File: src/rtl/hub75_pkg.sv
// Shared definitions for the HUB75 scan path: one-hot display states and
// the elaboration-time helpers that size the plane timer.
package hub75_pkg;

    typedef enum logic [5:0] {
        S_IDLE    = 6'b000001,
        S_WAIT    = 6'b000010,
        S_BLANK   = 6'b000100,
        S_LATCH   = 6'b001000,
        S_UNBLANK = 6'b010000,
        S_DISPLAY = 6'b100000
    } state_t;

    function automatic int clog2(input int value);
        int result;
        result = 0;
        while ((1 << result) < value) result++;
        return result;
    endfunction

    // Wide enough to hold the longest plane weight without truncation.
    function automatic int timer_width(input int base_cycles, input int planes);
        return clog2(base_cycles << (planes - 1)) + 1;
    endfunction

endpackage

File: src/rtl/hub75_plane_timer.sv
// Loadable down-counter for the display time of one bit plane; saturates
// at zero and flags it.
module hub75_plane_timer
    import hub75_pkg::*;
#(
    parameter int WIDTH = 12
) (
    input  logic             clk,
    input  logic             reset,
    input  logic             load,
    input  logic [WIDTH-1:0] value,
    input  logic             dec,
    output logic             zero
);

    logic [WIDTH-1:0] count;

    always_ff @(posedge clk) begin
        if (reset) begin
            count <= '0;
        end else if (load) begin
            count <= value;
        end else if (dec && count != '0) begin
            count <= count - WIDTH'(1);
        end
    end

    assign zero = (count == '0);

endmodule

File: src/rtl/hub75_scan_sched.sv
// Row/bit-plane scheduler: issues one shift per slot and runs the
// blank/latch/display sequence, overlapping the next shift with display.
module hub75_scan_sched
    import hub75_pkg::*;
#(
    parameter int COLS        = 32,
    parameter int ROWS        = 32,
    parameter int ROWBITS     = 5,
    parameter int PLANES      = 8,
    parameter int PLANEBITS   = 3,
    parameter int BASE_CYCLES = 16
) (
    input  logic                 clk,
    input  logic                 reset,
    input  logic                 enable,
    output logic                 shift_valid,
    input  logic                 shift_ready,
    output logic [ROWBITS-1:0]   shift_row,
    output logic [PLANEBITS-1:0] shift_plane,
    input  logic                 shift_done,
    output logic [ROWBITS-1:0]   led_addr,
    output logic                 led_blank,
    output logic                 led_latch,
    output logic                 frame_start,
    output logic                 busy
);

    localparam int TW = timer_width(BASE_CYCLES, PLANES);
    localparam logic [ROWBITS-1:0]   LAST_ROW   = ROWBITS'(ROWS - 1);
    localparam logic [PLANEBITS-1:0] LAST_PLANE = PLANEBITS'(PLANES - 1);

    if (COLS < 1 || ROWS > (1 << ROWBITS) || PLANES > (1 << PLANEBITS)) begin : g_param_check
        $error("hub75_scan_sched: inconsistent parameters");
    end

    state_t                state, state_next;
    logic                  inflight, staged, stopped;
    logic [ROWBITS-1:0]    held_row;
    logic [PLANEBITS-1:0]  held_plane;
    logic                  accept, done_ok, done_now, want_issue, at_origin;
    logic                  timer_zero;
    logic [TW-1:0]         timer_value;

    // valid/ready: the command (shift_row, shift_plane) is held stable while
    // shift_valid is high and is consumed on the cycle both are high.
    assign accept     = shift_valid && shift_ready;
    assign done_ok    = shift_done && inflight;
    assign done_now   = staged || done_ok;
    assign at_origin  = (shift_row == '0) && (shift_plane == '0);
    // LATCH frees the staging slot, so the next command can go out right after.
    assign want_issue = busy && !stopped && !inflight && !shift_valid
                        && !(staged && state != S_LATCH);

    assign busy        = (state != S_IDLE);
    assign led_blank   = (state != S_DISPLAY);
    assign led_latch   = (state == S_LATCH);
    assign frame_start = accept && at_origin;

    always_ff @(posedge clk) begin
        if (reset) begin
            shift_valid <= 1'b0;
            shift_row   <= '0;
            shift_plane <= '0;
            inflight    <= 1'b0;
            staged      <= 1'b0;
            stopped     <= 1'b0;
            held_row    <= '0;
            held_plane  <= '0;
        end else begin
            if (want_issue) begin
                if (at_origin && !enable) stopped <= 1'b1;
                else                      shift_valid <= 1'b1;
            end
            if (accept) begin
                shift_valid <= 1'b0;
                inflight    <= 1'b1;
                held_row    <= shift_row;
                held_plane  <= shift_plane;
                if (shift_plane == LAST_PLANE) begin
                    shift_plane <= '0;
                    shift_row   <= (shift_row == LAST_ROW) ? '0 : shift_row + ROWBITS'(1);
                end else begin
                    shift_plane <= shift_plane + PLANEBITS'(1);
                end
            end
            if (done_ok) begin
                inflight <= 1'b0;
                staged   <= 1'b1;
            end
            if (state == S_LATCH) staged  <= 1'b0;
            if (state == S_IDLE)  stopped <= 1'b0;
        end
    end

    always_ff @(posedge clk) begin
        if (reset) begin
            state    <= S_IDLE;
            led_addr <= '0;
        end else begin
            state <= state_next;
            if (state == S_LATCH) led_addr <= held_row;
        end
    end

    always_comb begin
        state_next = state;
        case (state)
            S_IDLE:    if (enable) state_next = S_WAIT;
            S_WAIT: begin
                if (done_now) state_next = S_BLANK;
                else if (stopped && !inflight && !shift_valid) state_next = S_IDLE;
            end
            S_BLANK:   state_next = S_LATCH;
            S_LATCH:   state_next = S_UNBLANK;
            S_UNBLANK: state_next = S_DISPLAY;
            S_DISPLAY: begin
                if (timer_zero) begin
                    if (done_now) state_next = S_BLANK;
                    else if (!inflight && !shift_valid) state_next = S_IDLE;
                end
            end
            default:   state_next = S_IDLE;
        endcase
    end

    // The timer holds cycles remaining after the current one, so loading
    // weight-1 gives exactly 'weight' unblanked cycles.
    assign timer_value = (TW'(BASE_CYCLES) << held_plane) - TW'(1);

    hub75_plane_timer #(
        .WIDTH (TW)
    ) u_timer (
        .clk   (clk),
        .reset (reset),
        .load  (state == S_UNBLANK),
        .value (timer_value),
        .dec   (state == S_DISPLAY),
        .zero  (timer_zero)
    );

endmodule
File: config.mk
export PLATFORM = sky130hd
export DESIGN_NAME = hub75_scan_sched
export DESIGN_NICKNAME = d
export VERILOG_FILES = /design/src/rtl/hub75_pkg.sv /design/src/rtl/hub75_plane_timer.sv /design/src/rtl/hub75_scan_sched.sv
export SDC_FILE = /design/constraint.sdc
export NUM_CORES = 1
export LEC_CHECK = 0
export ABC_AREA = 1
export BUFFER_PORTS_ARGS = -buffer_cell sky130_fd_sc_hd__buf_2
export CAP_MARGIN = 20
export CORE_ASPECT_RATIO = 1.75
export CORE_MARGIN = 2
export CORE_UTILIZATION = 57
export DETAILED_ROUTE_END_ITERATION = 12
export PLACE_DENSITY = 0.86
export SYNTH_ARGS = -nofsm -noshare
export SYNTH_HDL_FRONTEND = slang
export SYNTH_SLANG_ARGS = --single-unit
File: constraint.sdc
create_clock -name clk -period 1.8 [get_ports clk]
set_clock_uncertainty 0.2 [all_clocks]
set_input_delay 0.27 -clock clk [delete_from_list [all_inputs] [get_ports clk]]
set_output_delay 0.27 -clock clk [all_outputs]
set_load 0.02 [all_outputs]
After elaboration in Yosys (flattened, before gate mapping) --
Index checks and enable logic that the tools add are counted.
Word-level totals: input port bits 5, word-level logic and storage cells 76, register bits 43, output and inout port bits 18
Cells by class: bitwise logic cells 1, reduce and logical (&&, ||, !) cells 33, muxes and demuxes 11, shifts and indexed selects 1, eq/ne operators 15, $add $sub $neg 4
Operator list (number):
- $mux W6 | 6
- $pmux W6 S6 | 1
- $mux W12 | 2
- $logic_and A1 B1 Y1 | 14
- $logic_not A12 Y1 | 1
- $reduce_bool A12 Y1 | 1
- $shl A5 B3 Y12 const A | 1
- $sub A12 B1 Y12 const B | 1
- $sub A12 B2 Y12 const B | 1
- $reduce_or A2 Y1 | 4
- $eq A6 B1 Y1 const B | 1
- $eq A6 B2 Y1 const B | 1
- $eq A6 B3 Y1 const B | 1
- $eq A6 B4 Y1 const B | 1
- $eq A6 B5 Y1 const B | 1
- $eq A6 B6 Y1 const B | 1
- $ne A3 B3 Y1 const B | 2
- $ne A6 B1 Y1 const B | 1
- $ne A6 B4 Y1 const B | 1
- $ne A6 B6 Y1 const B | 1
- $reduce_and A2 Y1 | 3
- $add A5 B1 Y5 const B | 1
- $eq A5 B5 Y1 const B | 1
- $logic_not A1 Y1 | 5
- other kinds (11) | 12

Logic depth before layout (Yosys ltp) --
depth after elaboration 6, gate-level depth with buffers 11, depth with buffers taken out 10

By module --
Synthesis repeated with hierarchy kept, for this count alone.
Unflattened totals: cells, all modules 375, area, all modules 2508.7 um^2
By module, submodules not included:
- hub75_scan_sched | area each 1591.5 um^2, sequential area each 620.6 um^2, instances 1, cells an instance 227
- hub75_plane_timer | area each 917.1 um^2, sequential area each 240.2 um^2, instances 1, cells an instance 148

Worst setup path before layout --
No wires, ideal clock.
path type reg2out, from register shift_row[0], to output frame_start, buffers on the path 0, required time 1.330 ns, slack 0.102 ns, arrival time 1.228 ns, cell stages (with the launch flop) 7, path through dfxtp_1 inv_1 ha_1 nand2_1 nor3_1 nand3_1 nor2_1
On the way: word-level cells in the longest chain between the ends 3
RTL lines:
- from (decl) | line hub75_scan_sched.sv:18 | output logic [ROWBITS-1:0] shift_row,
- from (signal assigned) | line hub75_scan_sched.sv:81 | shift_row <= (shift_row == LAST_ROW) ? '0 : shift_row + ROWBITS'(1);
- $logic_not A5 Y1 | line hub75_scan_sched.sv:49 | assign at_origin = (shift_row == '0) && (shift_plane == '0);
- $logic_and A1 B1 Y1 | line hub75_scan_sched.sv:49
- $logic_and A1 B1 Y1 | line hub75_scan_sched.sv:57 | assign frame_start = accept && at_origin;
- to (decl) | line hub75_scan_sched.sv:24 | output logic frame_start,
No other way between the ends.

Worst setup path in the final report --
from register shift_plane[1], to output frame_start
On the way: word-level cells in the longest chain between the ends 3
RTL lines:
- from (decl) | line hub75_scan_sched.sv:19 | output logic [PLANEBITS-1:0] shift_plane,
- from (signal assigned) | line hub75_scan_sched.sv:83 | shift_plane <= shift_plane + PLANEBITS'(1);
- $logic_not A3 Y1 | line hub75_scan_sched.sv:49
- $logic_and A1 B1 Y1 | line hub75_scan_sched.sv:49
- $logic_and A1 B1 Y1 | line hub75_scan_sched.sv:57
No other way between the ends.

==> out/summary.md <==
The run finished, with violations left. The final reports fail on negative setup slack. Port buffering added 22 buffers.

The power density over the cells works out to 898.2 nW/um^2. Ratio of routed vias to standard cells: 5.761. Setup repair after global routing could not meet its margin everywhere. The number of antenna diodes is 0, and the minimum period implied by the final worst setup slack is 1.954 ns. The share of synthesized cell area in full adder, half adder and majority cells came out at 4.862%. Dividing the detail-routed wire length by the instance count gives 16.38 microns.

sky130_fd_sc_hd__dfxtp_1 takes more of the synthesized area than any other cell. Detailed placement finished with a half-perimeter wire length of 4.201 mm. The path class of the tightest hold or removal check is in2reg. Of all nets on the critical path, the largest fanout is 2. The run gives 0 as the initial antenna violation count.

For the count of yosys warnings during synthesis, the log shows 0. Clock-pin slew on the worst setup and hold paths: 0.09 ns. After synthesis, the share of cell area in mux cells is 0%. The run gives 17 as the pin count of the biggest net entering global routing. The max-slew violation count was 0; the first-pass GRT wire length was 10.60 mm. Headroom to the max-slew limit came out at 75.14%.

The run gives 0.9703 mV as the worst voltage drop across the vdd grid. Main flop type after synthesis: sky130_fd_sc_hd__dfxtp_1. Counting instances, the worst hold path has a depth of 4. The worst setup path is launched from a flop. The tools report the number of buffers created by CTS as 5. Of the available clock period, the critical path in the final layout requires 108.6%.

Routability-driven placement finished with a final weighted congestion of 0.8561. Path depth of the worst reg2reg path: 10. TritonCTS built the clock tree. For the pin with the worst max-slew slack, the measured transition is 0.3689 ns. When the netlist entered floorplanning its net count stood at 337. The tools report the end point of the worst hold path as inflight.

The final layout contains 391 nets. Timing analysis after detailed placement gives a worst setup slack of -0.01858 ns. For this design, the slowest cell found on the critical path is sky130_fd_sc_hd__dfxtp_2.

The maximum achievable frequency was 0.5118 GHz. In this run the cell area measured after placement is 2552 sq um. The H-tree was split into 2 levels.

The worst register-to-register path begins at shift_plane[1]. For the final routed database, the setup TNS stands at -0.2165 ns. Summing all multi-input logic gate instances after layout gives 1334 sq um. Detailed-route wire length: 6.979 mm. By area, the combinational part of the netlist is dominated by simple AND/OR/NAND/NOR gates. Dividing the synthesized area by the synthesized cell count gives 7.170 sq um. For the cell area after layout, the log shows 2930 sq um. The maximum single-stage delay on the critical path is 0.34 ns. The area added between synthesis and finish works out to 26.53%. The tools report the critical path required time as 1.33 ns. The number of nets with antenna violations after routing came out at 0.

Traced cell by cell, the critical path runs through inv_2 -> ha_4 -> nand2_4 -> nor3_4 -> nand3_2 -> nor2_4 -> buf_6. Setup violations remaining at the end of the flow were counted as 3. The core region is 3904 sq um.

Max-cap violations in this run came to 0. By instance count, the leading cell after synthesis is sky130_fd_sc_hd__nand2_1. The initial standard-cell utilization of the core is 59.33%, and the share of post-route cells with drive strength above 1 is 32.01%.

The number of endpoints with negative hold slack in the final report came out at 0. The critical hold path startpoint was shift_done. For the portion of the post-synthesis area used by sequential elements, the log shows 37.17%. The top cell type by area accounts for 37.17% of the synthesized area.

Across all register-to-register paths, the minimum setup slack is -0.05 ns. The synthesized design contains 43 register bits. The run gives 273 as the number of filler instances in the final layout. After synthesis, the cell types taking the most area are sky130_fd_sc_hd__dfxtp_1 37%, sky130_fd_sc_hd__nand2_1 8.9%, sky130_fd_sc_hd__nor2_1 6.8%.

No sink is reached through more buffers than the 2 on the longest clock path. Clock latency on the worst-skew pair, taken at its later pin, is 0.30 ns. The leakage power is 1.392 nW. The tools report the clock root buffer master as sky130_fd_sc_hd__clkbuf_8.

In this run the vertical extent of the chip is 88.32 microns. The number of unique standard cell types used by synthesis was 29; the async set-reset flop share out of synthesis was 0%. The run gives 5 as the number of detailed-route iterations in the first pass. The detailed-route DRC error count was 0. The via count of the first global-routing pass was 2338. Type of the worst setup path: reg2out.

Summing all flip-flop and latch instances after layout gives 873.3 sq um. The floorplan has 30 rows. The synthesized-area fraction occupied by and/or/nand/nor cells works out to 32.96%. In the synthesized netlist, the cells that appear most often are 55 x sky130_fd_sc_hd__nand2_1, 43 x sky130_fd_sc_hd__dfxtp_1, 42 x sky130_fd_sc_hd__nor2_1. For this block, the initial DRC count from the detailed router was 135. The synthesized netlist devotes 1.135% of its cell area to XOR and XNOR gates. The synthesized netlist devotes 14.80% of its cell area to compound gates. The tools report the critical path arrival as 1.48 ns.

The worst setup path is captured at an output pin. The floorplan step defined a die boundary enclosing 4609 sq um. After technology mapping, the gate count stands at 323.

In this run the critical register-to-register path is captured at stopped. Chip width: 52.19 microns. The final worst-path setup slack was -0.1539 ns. The run gives 30.73% as the total routing usage reported by global routing.

The run gives 0 as the quantity of hold-fixing buffers added after cts. In this run, synthesis inferred 0 flip-flops with an integrated enable. The logs give 43 for the count of clock tree sinks and 2454 for the via total after detailed routing.

In this run the cell area of the synthesized design comes to 2316 sq um. The aggregate global routing overflow was 0. The I/O pin count was 23.
timing repair:
action,CTS,global route
resized for setup,20,18
buffers inserted,13,6
setup endpoints to repair,2,13
pin swaps,5,11
logic make-up (layout without fill, tap and decap cells):
| kind of cell | count (synthesis) | count (layout) |
|---|---|---|
| simple gates | 156 | 156 |
| compound gates | 62 | 62 |
| buf+inv | 50 | 105 |
| flops | 43 | 43 |
| fa+ha+maj | 9 | 9 |
| xor+xnor | 3 | 3 |
routing by layer:
layer | global-route usage [%] | vias to the layer above | wire, microns
met5 | 0 | - | 0
met4 | 15.62 | 0 | 348
met3 | 4.392 | 35 | 316
met2 | 59.03 | 93 | 3821
met1 | 30.81 | 1165 | 2492
li1 | - | 1161 | -
area by class of cell:
cell class | count | share of cell area (%)
Sequential cell | 43 | 29.80
Clock inverter | 3 | 2.306
Tap cell | 48 | 2.050
Clock buffer | 5 | 2.348
Multi-Input combinational cell | 230 | 45.52
Inverter | 43 | 5.679
Timing Repair Buffer | 54 | 12.30
cells in the final DEF (no fill, tap or decap), types with 7 or more instances in the layout:
cell type and instances:
sky130_fd_sc_hd__a21oi_1 27, sky130_fd_sc_hd__buf_2 21, sky130_fd_sc_hd__buf_4 31, sky130_fd_sc_hd__dfxtp_1 35, sky130_fd_sc_hd__dfxtp_2 7, sky130_fd_sc_hd__ha_1 7
sky130_fd_sc_hd__inv_1 32, sky130_fd_sc_hd__inv_2 9, sky130_fd_sc_hd__nand2_1 54, sky130_fd_sc_hd__nand3_1 21, sky130_fd_sc_hd__nor2_1 40, sky130_fd_sc_hd__nor2_4 7
sky130_fd_sc_hd__nor3_1 7, sky130_fd_sc_hd__o21ai_0 21
state kept, by name, summed over array words and instances (netlist names):
register and cells:
state 6, stopped 1, held_row 5, shift_plane 3, shift_row 5, held_plane 3
staged 1, led_addr 5, shift_valid 1, inflight 1, u_timer.count 12
how the worst max path moves through the flow:
stage	startpoint	end	depth (start not counted)	slack, ns
floorplan	shift_row[0]	frame_start	6	0.10
global placement	shift_row[0]	frame_start	7	0.09
detailed placement	shift_row[0]	frame_start	7	-0.02
CTS	shift_row[0]	frame_start	7	-0.13
global route	shift_row[0]	frame_start	7	-0.19
finish	shift_plane[1]	frame_start	7	-0.15
worst max-delay path, delay by kind of cell (launching register included):
kind / cells / cell delay [ns]
buffers and inverters: 2 / 0.22
DFF: 1 / 0.34
and+or+nand+nor: 4 / 0.48
adders and majority gates: 1 / 0.15
metrics by stage:
step	util (%)	hold WS [ns]	instances	power, mW
after detailed placement	65.38	0.2558	401	1.548
after CTS	72.92	0.04604	422	2.566
final	75.06	0.07602	426	2.632
after floorplan	-	0.2378	323	1.407
after global placement	65.38	0.2508	401	1.527
after global routing	75.06	0.09424	426	2.704
report_power, final:
part           total (mW)  switching [mW]  internal, mW
registers            1.08          0.0650          1.02
logic               0.632           0.378         0.255
clock network       0.918           0.365         0.554
total                2.63           0.807          1.82
(Power assumes the default switching activity.)
